`config.mk`:
```
export PLATFORM = sky130hd
export DESIGN_NAME = layer_output_serializer
export DESIGN_NICKNAME = d
export VERILOG_FILES = /design/src/rtl/layer_output_serializer.sv
export SDC_FILE = /design/constraint.sdc
export NUM_CORES = 1
export LEC_CHECK = 0
export ABC_CLOCK_PERIOD_IN_PS = 34000
export CAP_MARGIN = 20
export CORE_MARGIN = 8
export CORE_UTILIZATION = 54
export CTS_CLUSTER_DIAMETER = 100
export DETAILED_ROUTE_END_ITERATION = 8
export PLACE_DENSITY = 0.85
export SLEW_MARGIN = 40
export SYNTH_ARGS = -nofsm -noshare
export SYNTH_HDL_FRONTEND = slang
export SYNTH_SLANG_ARGS = --single-unit
```
`constraint.sdc`:
```
create_clock -name clk -period 34 [get_ports clk]
set_clock_uncertainty 0.05 [all_clocks]
set_input_delay 6.8 -clock clk [delete_from_list [all_inputs] [get_ports clk]]
set_output_delay 6.8 -clock clk [all_outputs]
set_load 0.005 [all_outputs]
```
`src/rtl/layer_output_serializer.sv`:
```
// Replays one layer's parallel result vector as a serial element stream for the next layer.
// Optional SERIALIZER_DOUBLE_BUFFER_EN adds a pending-vector buffer so a capture during a stream is kept.
module layer_output_serializer #(
    parameter int unsigned NN        = 30,
    parameter int unsigned dataWidth = 16
) (
    input  logic                    clk,
    input  logic                    rst,
    input  logic [NN-1:0]           i_valid,
    input  logic [NN*dataWidth-1:0] i_data,
    output logic                    o_valid,
    output logic [dataWidth-1:0]    o_data,
    output logic                    o_last,
    output logic                    o_busy,
    output logic                    o_overrun,
    output logic                    o_partial_err
);
    localparam int unsigned IW = (NN > 1) ? $clog2(NN) : 1;
    localparam int unsigned VW = NN * dataWidth;
    localparam logic [IW-1:0] LAST_IDX = IW'(NN - 1);

    typedef enum logic {IDLE = 1'b0, SHIFT = 1'b1} state_t;

    state_t        state;
    logic [IW-1:0] idx;
    logic [IW-1:0] idx_inc;
    logic [VW-1:0] act_buf;
    logic          pend_full;
    logic          capture;
    logic          partial;
    logic          drop;
    logic          start;
    logic [VW-1:0] start_vec;

    function automatic logic [dataWidth-1:0] elem(input logic [VW-1:0] v, input int unsigned k);
        return v[k*dataWidth +: dataWidth];
    endfunction

    assign capture = &i_valid;
    assign partial = (|i_valid) && !capture;
    assign idx_inc = idx + IW'(1);

`ifdef SERIALIZER_DOUBLE_BUFFER_EN
    logic [VW-1:0] pend_buf;

    // Pending slot: filled mid-stream, drained (or refilled) on the last element.
    always_ff @(posedge clk or posedge rst) begin
        if (rst) begin
            pend_buf  <= '0;
            pend_full <= 1'b0;
        end else if (state == SHIFT) begin
            if (!o_last) begin
                if (capture && !pend_full) begin
                    pend_buf  <= i_data;
                    pend_full <= 1'b1;
                end
            end else if (pend_full) begin
                if (capture) begin
                    pend_buf <= i_data;
                end else begin
                    pend_full <= 1'b0;
                end
            end
        end
    end

    assign drop = capture && (state == SHIFT) && !o_last && pend_full;

    always_comb begin
        start     = 1'b0;
        start_vec = i_data;
        if (state == IDLE) begin
            start = capture;
        end else if (o_last) begin
            if (pend_full) begin
                start     = 1'b1;
                start_vec = pend_buf;
            end else begin
                start = capture;
            end
        end
    end
`else
    assign pend_full = 1'b0;
    assign drop      = capture && (state == SHIFT) && !o_last;

    always_comb begin
        start     = 1'b0;
        start_vec = i_data;
        if (state == IDLE || o_last) begin
            start = capture;
        end
    end
`endif

    // Stream FSM: a start loads element 0 straight into the output register.
    always_ff @(posedge clk or posedge rst) begin
        if (rst) begin
            state         <= IDLE;
            idx           <= '0;
            act_buf       <= '0;
            o_valid       <= 1'b0;
            o_data        <= '0;
            o_last        <= 1'b0;
            o_overrun     <= 1'b0;
            o_partial_err <= 1'b0;
        end else begin
            if (partial) begin
                o_partial_err <= 1'b1;
            end
            if (drop) begin
                o_overrun <= 1'b1;
            end
            if (start) begin
                state   <= SHIFT;
                idx     <= '0;
                act_buf <= start_vec;
                o_valid <= 1'b1;
                o_data  <= start_vec[dataWidth-1:0];
                o_last  <= (NN == 1);
            end else if (state == SHIFT && !o_last) begin
                idx    <= idx_inc;
                o_data <= elem(act_buf, int'(idx_inc));
                o_last <= (idx_inc == LAST_IDX);
            end else begin
                state   <= IDLE;
                idx     <= '0;
                o_valid <= 1'b0;
                o_data  <= '0;
                o_last  <= 1'b0;
            end
        end
    end

    assign o_busy = (state == SHIFT) || pend_full;

endmodule

```
; ---- After elaboration in Yosys (flattened, before gate mapping)
; Index checks and enable logic that the tools add are counted.
[totals]
register_bits = 505
latchBits = 0
ramBits = 0
rom_bits = 0
out_inout_bits = 21
wordCells = 30
mem_count = 0
[op_classes]
n_addsub = 1
mul = 0
n_div = 0
order_cmp = 0
eq_ne = 2
shift = 1
muxes = 9
bitwise_logic = 1
n_reduce_logical = 9
[op_table]
columns = op, count
row1 = 480-bit by 10-bit variable part select with 16-bit output, 1
row2 = 16-bit two-way mux, 2
row3 = 30-bit AND reduction, 1
row4 = 30-bit OR reduction, 1
row5 = 5-bit two-way mux, 2
row6 = 5-bit by 1-bit adder with 5-bit output (second input constant), 1
row7 = 5-bit equality test (second input constant), 1
row8 = 1-bit two-way mux, 5
row9 = 1-bit logical AND, 4
row10 = 1-bit logical NOT, 2
row11 = 2-bit != test (second input constant), 1
row12 = 1-bit logical OR, 1
row13 = 1-bit NOT, 1

; ---- Logic depth before layout (Yosys ltp)
; Gate-level depths: netlist of the first run.
[logic_depth]
depth_word = 4
depth_mapped = 12
ltp_nobuf = 7

; ---- Least setup slack after synthesis of the first run
; No wires, ideal clock.
[synth_timing]
kind = input to register
from = in i_valid[2]
to = reg act_buf[229]
setup_ns = 0.117
t_arrival_ns = 8.022
required_ns = 33.833
slack_ns = 25.811
path_stages = 8
n_path_buf = 3
path_cell_list = nand4_1 nor4_2 nand4_1 buf_2 buf_2 clkbuf_1 nand2_1 nand2_1
[synth_between]
elab_chain_len = 2
[synth_rtl]
columns = item, line_no
row1 = "start, declared", 9  ; input logic [NN-1:0] i_valid,
row2 = 30-bit AND reduction, 39  ; assign capture = &i_valid;
row3 = 1-bit two-way mux, 90  ; if (state == IDLE || o_last) begin
row4 = "end signal, assigned", 117  ; act_buf <= start_vec;
row5 = "end, declared", 27  ; logic [VW-1:0] act_buf;
; No other way between the ends.
; A chain may end at the register's enable or synchronous reset.

; ---- Worst setup path in the final report of the first run
[layout_timing]
from = in i_valid[6]
to = reg act_buf[76]
; The elaborated chain is that of the path after synthesis.

==> summary.md, run 1 <==
| Metric | Value |
|---|---|
| Status | completed |
| Fin nets | 3565 |
| Largest net degree at the start of global routing | 226 |
| Total die area | 49300 um^2 |
| Placed Area | 28400 um^2 |
| Yosys top cell area share | 55.2% |
| H-Tree Depth | 2 |
| GPL Wtd Cong | 0.903 |
| Drt total wl | 80.5 mm |
| CP endpoint kind | register |
| Post-synth EDFFs | 0 |
| Crit path DAT | 10.26 ns |
| Post-synthesis instance total | 2599 |
| Syn_nets | 3113 |
| Ratio of cells with drive above 1 in the final layout | 6.12% |
| Number of DRC markers in iteration 0 | 2546 |
| F_max | 0.102 GHz |
| Actual slew at the worst max-slew pin | 0.846 ns |
| Sequential Power Share | 46.3% |
| Vias per cell | 5.68 |
| PD cells | 42.7 nW/um^2 |
| CTS Sinks | 505 |
| Ys async rst share | 100% |
| Post-DP HPWL | 57.7 mm |
| Cell Rows | 75 |
| Slew HR | 43.6% |
| Initial antenna violation count | 19 |
| Final number of setup-violating endpoints | 0 |
| FF-to-FF path depth | 7 |
| First-pass DRT Iterations | 6 |
| Maximum VDD drop | 0.0000321 V |
| Cell variety after synth | 29 |
| FF+latch count, synth | 505 |
| Crit Reg-Reg Startpoint | idx[0]$_DFF_PP0_ |
| DRC | 0 |
| Wire per inst | 22.1 um |
| Die X | 222 um |
| Post-route ant nets | 0 |
| CTS clk-pin slew, worst paths | 0.06 ns |
| CTS root buffer | clkbuf_16 |
| Tmin final | 9.79 ns |
| Syn_area_per_cell | 8.81 um^2 |
| Fin Setup TNS | 0 ns |
| Maxcap violations | 0 |
| Final period utilization | 28.8% |
| # hold bufs at CTS | 0 |
| Port Buffers | 532 |
| Sequential area share after synthesis | 55.2% |
| Clk pwr share | 47.6% |
| # resized after CTS | 0 |
| Leak | 15.2 nW |
| RR Endpoint | o_data[7]$_DFF_PP0_ |
| Area growth, synth to finish | 32.7% |
| Worst hold stages | 2 |
| CTS tree | yes |
| Power Internal | 1.03 mW |
| Fin. Hold Viols | 0 |
| Hold crit path type | register to register |
| RSZ-0062 raised after global routing | false |
| Hold endpoint | act_buf[367]$_DFFE_PP0P_ |
| # IOs | 533 |
| Synthesized cell area | 22900 um^2 |
| Worst-path fanout max | 120 |
| Initial core utilization | 54.6% |
| Post-route cell area | 30400 um^2 |
| CTS Buf Count | 52 |
| Core region area | 41900 um^2 |
| Setup bufs post-CTS | 0 |
| Yosys top cell by area | dfrtp_1 |
| Net Switching | 0.267 mW |
| Die H | 222 um |
| Commonest non-fill, non-tap cell in the layout | nand2_1 |
| Overall Global Routing Usage | 32.3% |
| Main synth FF type | dfrtp_1 |
| Yosys warns | 0 |
| R2R Setup Slk | 30.06 ns |
| Critical path class | input pin to register |
| Combinational share of power | 6.1% |
| CP Launch Type | input pin |
| First-pass GRT wire length | 124 mm |
| Grt total ovfl | 0 |
| Worst endpoint required time | 34.47 ns |
| Hold Crit Start | act_buf[367]$_DFFE_PP0P_ |
| Skew-Pair Late Insertion Delay | 0.59 ns |
| Maximum clock path buffer count | 3 |
| Slew Viols, Final | 0 |
| Main area contributors after synthesis | dfrtp_1 55%, nand2_1 26%, mux4_2 6.3% |
| Worst Setup SP | i_valid[6] |
| Most frequent cells in the layout | 1586 x nand2_1, 532 x clkdlybuf4s50_1, 504 x dfrtp_1, 67 x nand3_1 |
| Sw Ratio | 20.6% |
| Via Count | 20.7k |
| Vias in the first global route | 21.9k |
==> flip-flops by register name, indices dropped and copies added, names as in the netlist <==
signal and cells:
act_buf 480, o_last 1, o_data 16, o_partial_err 1, o_overrun 1, o_busy 1
idx 5
==> metal layers <==
metal / wire length, um / vias to the layer above / GRT usage [%]
met2: 39200 / 1114 / 53.1
met3: 6540 / 230 / 6.97
met4: 4580 / 6 / 17.3
met5: 32 / - / 0
li1: - / 9222 / -
met1: 30100 / 10100 / 39.7
==> cells in the mapped netlist (all sizes together) (2+ instances only) <==
cell type,n
nand2,1586
dfrtp,505
buf,98
clkbuf,67
nand3,67
mux2i,64
mux4,64
nand4,42
o211ai,32
a22oi,16
a32oi,16
nor2,10
nor4,8
and2,3
inv,3
nand2b,3
xnor2,3
and4,2
ha,2
nor2b,2
nor3,2
xor2,2
==> layout make-up <==
type,count,area [um^2]
timing repair buffer,563,5700
fill,2892,11600
clock inverter,26,418
antenna,16,40.0
clock buffer,67,1420
sequential,505,12600
inverter,3,23.8
tap,539,674
multi-input combinational,1926,9480
==> worst max-delay path by stage <==
stage | to | depth (start not counted)
final | act_buf[76]$_DFFE_PP0P_ | 9
after global routing | act_buf[76]$_DFFE_PP0P_ | 9
after CTS | o_data[11]$_DFF_PP0_ | 9
after detailed placement | o_data[11]$_DFF_PP0_ | 9
after global placement | act_buf[334]$_DFFE_PP0P_ | 5
after floorplan | act_buf[0]$_DFFE_PP0P_ | 1
==> power groups by stage <==
stage / Sequential [mW] / Clock [mW] / Combinational (mW)
floorplan: 0.613 / 0 / 0.00967
global placement: 0.612 / 0 / 0.0782
detailed placement: 0.612 / 0 / 0.0784
CTS: 0.601 / 0.622 / 0.0792
global route: 0.601 / 0.648 / 0.0837
finish: 0.601 / 0.618 / 0.0791
==> metrics by stage <==
stage | hold slack [ns] | utilization, % | std cells | setup WS, ns | power (mW)
6_report | 0.415 | 72.4 | 3645 | 24.21 | 1.30
5_1_grt | 0.433 | 72.4 | 3645 | 24.04 | 1.33
4_1_cts | 0.416 | 72.2 | 3627 | 24.19 | 1.30
3_5_place_dp | 0.401 | 67.8 | 3534 | 23.59 | 0.690
3_3_place_gp | 0.393 | 67.5 | 3530 | 23.25 | 0.690
2_1_floorplan | 0.383 | - | 2599 | 13.05 | 0.622
==> cell families after synthesis <==
kind of cell	after synthesis	synth area share (%)
AND/OR/NAND/NOR	1725	29.4
flip-flops	505	55.2
buffers and inverters	168	3.75
multiplexers	128	9.09
AO/OA/AOI/OAI	66	2.24
XOR/XNOR	5	0.224
adder cells (fa/ha/maj)	2	0.109
==> worst max-delay path, stage by stage <==
cell             delay (ns)
clkdlybuf4s50_1        0.50
nand4_1                0.14
nor2_1                 0.10
nand4_1                0.13
buf_6                  0.62
buf_4                  0.77
clkbuf_8               0.75
nand2_1                0.16
nand2_1                0.11
No activity file was read; power rests on OpenSTA's default activity.
==> run 2, diff against run 1 <==
--- a/config.mk
+++ b/config.mk
@@ -5,13 +5,13 @@
 export SDC_FILE = /design/constraint.sdc
 export NUM_CORES = 1
 export LEC_CHECK = 0
-export ABC_CLOCK_PERIOD_IN_PS = 34000
+export ABC_CLOCK_PERIOD_IN_PS = 8600
 export CAP_MARGIN = 20
 export CORE_MARGIN = 8
-export CORE_UTILIZATION = 54
+export CORE_UTILIZATION = 46
 export CTS_CLUSTER_DIAMETER = 100
 export DETAILED_ROUTE_END_ITERATION = 8
-export PLACE_DENSITY = 0.85
+export PLACE_DENSITY = 0.77
 export SLEW_MARGIN = 40
 export SYNTH_ARGS = -nofsm -noshare
 export SYNTH_HDL_FRONTEND = slang
==> constraint.sdc (replaced) <==
create_clock -name clk -period 8.6 [get_ports clk]
set_clock_uncertainty 0.05 [all_clocks]
set_input_delay 1.72 -clock clk [delete_from_list [all_inputs] [get_ports clk]]
set_output_delay 1.72 -clock clk [all_outputs]
set_load 0.005 [all_outputs]
==> run 2 against run 1 <==
  * Power rose to 3.9 times the previous value
  * Register-to-register slack got worse by 25 ns
  * Core utilization down 10 points
  * Cell area up 0.51%
  * First-iteration DRC count shrank 24%
  * Die area is 16% higher
  * Critical path type is now register to register
  * Critical endpoint is now o_data[8]$_DFF_PP0_
  * Largest power group is now registers
  * Highest routed layer is now met4
==> summary.md, run 2 (same netlist as run 1, synthesis figures left out) <==
| Metric | Value |
|---|---|
| Cells after DPL | 3654 (+3.4%) |
| Post-DP HPWL | 57.6 mm (-0.16%) |
| Wire per inst | 20.9 um (-5.2%) |
| Max reg flops | 480 (unchanged) |
| Initial core utilization | 46.7% (-7.9 points) |
| Fillers | 4112 (+42%) |
| # hold bufs at CTS | 0 (unchanged) |
| Vias per cell | 5.26 (-7.3%) |
| Core region area | 49100 um^2 (+17%) |
| Final period utilization | 45.3% |
| Crit path DAT | 4.35 ns (-5.91 ns) |
| CTS Sinks | 505 (unchanged) |
| Via Count | 19.8k (-4.3%) |
| Area growth, synth to finish | 33.4% |
| # IOs | 533 (unchanged) |
| Worst endpoint required time | 9.06 ns (-25.41 ns) |
| CTS root buffer | clkbuf_16 |
| DRC | 0 (unchanged) |
| F_max | 0.257 GHz |
| Ratio of cells with drive above 1 in the final layout | 6.11% (about the same) |
| Hold crit path type | register to register |
| Actual slew at the worst max-slew pin | 0.853 ns (+0.00685 ns) |
| Drt total wl | 78.8 mm (-2.1%) |
| CTS clk-pin slew, worst paths | 0.06 ns (about the same) |
| Tmin final | 3.89 ns |
| Maximum VDD drop | 0.000122 V (+280%) |
| Post-route cell area | 30500 um^2 (+0.51%) |
| Die X | 239 um (+7.7%) |
| Commonest non-fill, non-tap cell in the layout | nand2_1 |
| Setup bufs post-CTS | 0 (unchanged) |
| H-Tree Depth | 2 (unchanged) |
| Port Buffers | 532 (unchanged) |
| CTS Buf Count | 53 (+1.9%) |
| Maximum clock path buffer count | 3 (unchanged) |
| Leak | 15.2 nW (about the same) |
| Placed Area | 28600 um^2 (+0.56%) |
| Largest net degree at the start of global routing | 207 (-8.4%) |
| CP Launch Type | register |
| CTS tree | yes |
| Initial antenna violation count | 6 (-13) |
| Total die area | 57200 um^2 (+16%) |
| Overall Global Routing Usage | 26.9% (-5.4 points) |
| Vias in the first global route | 20.6k (-5.7%) |
| RSZ-0062 raised after global routing | false |
| GPL Wtd Cong | 0.912 (+0.95%) |
| Die H | 239 um (+7.7%) |
| Grt total ovfl | 0 (unchanged) |
| Worst-path fanout max | 40 (-67%) |
| Post-route ant nets | 0 (unchanged) |
| Status | completed |
| Final number of setup-violating endpoints | 0 (unchanged) |
| Slew Viols, Final | 0 (unchanged) |
| Maxcap violations | 0 (unchanged) |
| PD cells | 164 nW/um^2 (+280%) |
| Post-Layout Cell Count | 3764 (+3.3%) |
| Number of DRC markers in iteration 0 | 1927 (-24%) |
| # resized after CTS | 0 (unchanged) |
| Largest registers | act_buf (480), o_data (16), idx (5) |
| Pwr Total | 5.02 mW (+290%) |
| Fin Setup TNS | 0 ns (unchanged) |
| Pre-CTS setup slack | 3.74 ns (-19.85 ns) |
| Slew HR | 43.2% (-0.46 points) |
| First-pass DRT Iterations | 8 (+2) |
| Biggest register | act_buf |
| Skew-Pair Late Insertion Delay | 0.59 ns (about the same) |
| CP endpoint kind | register |
| Fin nets | 3565 (unchanged) |
| Most frequent cells in the layout | 1586 x nand2_1, 532 x clkdlybuf4s50_1, 504 x dfrtp_1, 67 x nand3_1 |
| Fin. Hold Viols | 0 (unchanged) |
| Cell Rows | 81 (+8.0%) |
| First-pass GRT wire length | 119 mm (-4.1%) |
| Final setup margin | 4.71 ns (-19.50 ns) |
| Critical path class | register to register |
-- run 2: per-stage QoR --
stage	hold WS [ns]	utilization [%]
3_3_place_gp	0.395	58.0
4_1_cts	0.413	61.9
6_report	0.408	62.3
5_1_grt	0.423	62.3
3_5_place_dp	0.400	58.3
2_1_floorplan	0.383	-
-- run 2: power breakdown --
group          switching (mW)  internal, mW
Clock                   0.942          1.38
Combinational           0.108         0.213
Sequential       0.0000000431          2.38
Total                    1.05          3.97
-- run 2: critical path, cell delays in order, from the launching register on --
cell and delay [ns]:
dfrtp_4 0.91, ha_1 0.47, xor2_4 0.58, buf_4 0.46, buf_12 0.29, nand2_1 0.10, a32oi_1 0.35, nand4_1 0.33
nand4_1 0.22
-- run 2: final timing paths --
path	cells past startpoint	slack (ns)	start	end
max	8	4.71	idx[0]$_DFF_PP0_	o_data[8]$_DFF_PP0_
min	2	0.41	act_buf[331]$_DFFE_PP0P_	act_buf[331]$_DFFE_PP0P_
max reg2reg	8	4.71	idx[0]$_DFF_PP0_	o_data[8]$_DFF_PP0_
min reg2reg	2	0.41	act_buf[331]$_DFFE_PP0P_	act_buf[331]$_DFFE_PP0P_
max in group asynchronous	5	5.22	rst	act_buf[427]$_DFFE_PP0P_
min in group asynchronous	2	1.52	rst	act_buf[250]$_DFFE_PP0P_
-- run 2: layer usage --
layer,track usage (%),vias up,share of wire (%)
met5,0,-,0
met4,10.1,0,3.6
met3,6.09,135,7.3
met2,44.8,763,49
met1,34.2,9697,40
li1,-,9217,-
-- run 2: cell type report --
class,count,area [um^2],area share [%]
Sequential cell,505,12600,41.4
Multi-Input combinational cell,1926,9480,31.0
Timing Repair Buffer,562,5800,19.0
Clock buffer,82,1590,5.19
Tap cell,664,831,2.72
Clock inverter,14,176,0.578
Antenna cell,8,20.0,0.0655
Inverter,3,15.0,0.0492
==> run 3, diff against run 2 <==
--- a/config.mk
+++ b/config.mk
@@ -5,13 +5,13 @@
 export SDC_FILE = /design/constraint.sdc
 export NUM_CORES = 1
 export LEC_CHECK = 0
-export ABC_CLOCK_PERIOD_IN_PS = 8600
+export ABC_CLOCK_PERIOD_IN_PS = 3600
 export CAP_MARGIN = 20
 export CORE_MARGIN = 8
-export CORE_UTILIZATION = 46
+export CORE_UTILIZATION = 51
 export CTS_CLUSTER_DIAMETER = 100
 export DETAILED_ROUTE_END_ITERATION = 8
-export PLACE_DENSITY = 0.77
+export PLACE_DENSITY = 0.81
 export SLEW_MARGIN = 40
 export SYNTH_ARGS = -nofsm -noshare
 export SYNTH_HDL_FRONTEND = slang
==> constraint.sdc (replaced) <==
create_clock -name clk -period 3.6 [get_ports clk]
set_clock_uncertainty 0.05 [all_clocks]
set_input_delay 0.72 -clock clk [delete_from_list [all_inputs] [get_ports clk]]
set_output_delay 0.72 -clock clk [all_outputs]
set_load 0.005 [all_outputs]
==> run 3 against run 2 <==
  * Setup slack got worse by 4.1 ns
  * Cell count shrank 1.4%
  * Clock power grew 140%
  * Wire length shrank 0.22%
  * Maximum frequency increased by 30%
  * First-iteration DRC count increased by 18%
  * Sequential power up 140%
  * Non-clock buffer count rose by 21
  * Via count increased by 2.7%
  * Critical endpoint is now o_data[9]$_DFF_PP0_
  * Largest power group unchanged
==> summary.md, run 3 (same netlist as run 1, synthesis figures left out) <==
| Metric | Value |
|---|---|
| Largest registers | act_buf (480), o_data (16), idx (5) |
| CP Launch Type | register |
| Most frequent cells in the layout | 1586 x nand2_1, 532 x clkdlybuf4s50_1, 504 x dfrtp_1, 67 x nand3_1 |
| RSZ-0062 raised after global routing | false |
| Maximum VDD drop | 0.000327 V (+170%) |
| Largest net degree at the start of global routing | 225 (+8.7%) |
| Vias in the first global route | 21.3k (+3.4%) |
| H-Tree Depth | 2 (unchanged) |
| Hold_ws | 0.412 ns (+0.00371 ns) |
| GPL Wtd Cong | 0.953 (+4.5%) |
| Core region area | 44300 um^2 (-9.7%) |
| Biggest register | act_buf |
| Max reg flops | 480 (unchanged) |
| Slew Viols, Final | 0 (unchanged) |
| # IOs | 533 (unchanged) |
| Drt total wl | 78.6 mm (-0.22%) |
| Die H | 228 um (-4.7%) |
| Commonest non-fill, non-tap cell in the layout | nand2_1 |
| Wire per inst | 21.2 um (+1.2%) |
| CP max stage delay | 0.72 ns (-0.19 ns) |
| Fin Setup TNS | 0 ns (unchanged) |
| Crit path DAT | 3.40 ns (-0.95 ns) |
| Via Count | 20.4k (+2.7%) |
| Setup bufs post-CTS | 0 (unchanged) |
| Port Buffers | 532 (unchanged) |
| Worst-path fanout max | 30 (-25%) |
| Cell Rows | 77 (-4.9%) |
| CTS Buf Count | 52 (-1.9%) |
| # resized after CTS | 0 (unchanged) |
| CTS Sinks | 505 (unchanged) |
| Actual slew at the worst max-slew pin | 0.771 ns (-0.0819 ns) |
| Worst endpoint required time | 3.99 ns (-5.07 ns) |
| Status | completed |
| Die X | 228 um (-4.7%) |
| Pre-CTS setup slack | 0.367 ns (-3.38 ns) |
| Final Core Density | 69.1% (+6.8 points) |
| Post-Layout Cell Count | 3712 (-1.4%) |
| Pwr Total | 12.0 mW (+140%) |
| Placed Area | 28800 um^2 (+0.76%) |
| Leak | 15.3 nW (+0.69%) |
| PD cells | 392 nW/um^2 (+140%) |
| Final number of setup-violating endpoints | 0 (unchanged) |
| CTS tree | yes |
| Tmin final | 3.00 ns (-0.890 ns) |
| Post-route cell area | 30600 um^2 (+0.26%) |
| Hold crit path type | register to register |
| CTS root buffer | clkbuf_16 |
| Slew HR | 48.6% (+5.4 points) |
| Fin nets | 3585 (+0.56%) |
| Critical path class | register to register |
| Final setup margin | 0.596 ns (-4.11 ns) |
| Cells after DPL | 3607 (-1.3%) |
| Fillers | 3264 (-21%) |
| Crit path cell chain | inv_1 > ha_4 > nand2b_1 > o211ai_1 > nand3_1 > nand4_1 |
| CTS clk-pin slew, worst paths | 0.07 ns (about the same) |
| Initial core utilization | 51.7% (+5.0 points) |
| Crit-path slowest cell | ha_4 |
| Ratio of cells with drive above 1 in the final layout | 6.59% (+0.48 points) |
| Maxcap violations | 0 (unchanged) |
| Initial antenna violation count | 10 (+4) |
| Vias per cell | 5.48 (+4.2%) |
| Maximum clock path buffer count | 3 (unchanged) |
| # hold bufs at CTS | 0 (unchanged) |
| F_max | 0.333 GHz (+30%) |
| CP endpoint kind | register |
| Grt total ovfl | 0 (unchanged) |
| Post-route ant nets | 0 (unchanged) |
| Area growth, synth to finish | 33.7% |
| Fin. Hold Viols | 0 (unchanged) |
| Skew-Pair Late Insertion Delay | 0.60 ns (about the same) |
| DRC | 0 (unchanged) |
| Post-DP HPWL | 58.7 mm (+1.8%) |
| First-pass DRT Iterations | 5 (-3) |
| Final period utilization | 83.4% (+38 points) |
| First-pass GRT wire length | 121 mm (+1.4%) |
| Number of DRC markers in iteration 0 | 2283 (+18%) |
| Overall Global Routing Usage | 29.6% (+2.7 points) |
| Total die area | 51900 um^2 (-9.2%) |
==> run 3: cell count changes in the layout (fill, tap and decap cells not counted), moves of 2 or more <==
cell,previous run,this run
buf_12,8,20
buf_16,6,2
buf_4,9,29
buf_6,6,0
bufinv_16,4,6
clkbuf_8,16,8
diode_2,8,11
==> run 3: worst paths after layout <==
check	start	endpoint	slack, ns	cells after the start
min in group asynchronous	rst	act_buf[303]$_DFFE_PP0P_	0.44	2
hold / removal	act_buf[392]$_DFFE_PP0P_	act_buf[392]$_DFFE_PP0P_	0.41	2
setup reg to reg	idx[0]$_DFF_PP0_	o_data[9]$_DFF_PP0_	0.60	6
max in group asynchronous	rst	act_buf[122]$_DFFE_PP0P_	1.95	4
setup / recovery	idx[0]$_DFF_PP0_	o_data[9]$_DFF_PP0_	0.60	6
hold reg to reg	act_buf[392]$_DFFE_PP0P_	act_buf[392]$_DFFE_PP0P_	0.41	2
==> run 3: final cells by class <==
cell class	instances	area, um^2	share of cell area (%)
clock inverter	17	244	0.797
antenna	11	27.5	0.0899
sequential	505	12600	41.3
timing repair buffer	583	6000	19.6
inverter	3	15.0	0.0490
multi-input combinational	1926	9470	30.9
clock buffer	75	1490	4.86
tap	592	741	2.42
==> run 3: where the power goes <==
| part | internal [mW] | switching, mW | total, mW |
|---|---|---|---|
| clock | 3.29 | 2.28 | 5.57 |
| combinational | 0.507 | 0.246 | 0.753 |
| sequential | 5.68 | 0.0000000943 | 5.68 |
==> run 3: worst max-delay path, delay by kind of cell (launching register included) <==
| family | cells | cell delay (ns) |
|---|---|---|
| DFF | 1 | 0.47 |
| and+or+nand+nor | 3 | 1.11 |
| adders and majority gates | 1 | 0.72 |
| buffers and inverters | 1 | 0.13 |
| AOI/OAI and AO/OA | 1 | 0.34 |
==> run 3: metal layers <==
layer / track usage (%) / part of all wire [%] / vias up / wire (um)
met5: 0 / 0.013 / - / 10
met4: 14.6 / 5.0 / 2 / 3910
met3: 6.22 / 7.5 / 210 / 5900
met1: 36.1 / 38 / 9855 / 30200
met2: 49.7 / 49 / 1035 / 38600
li1: - / - / 9253 / -
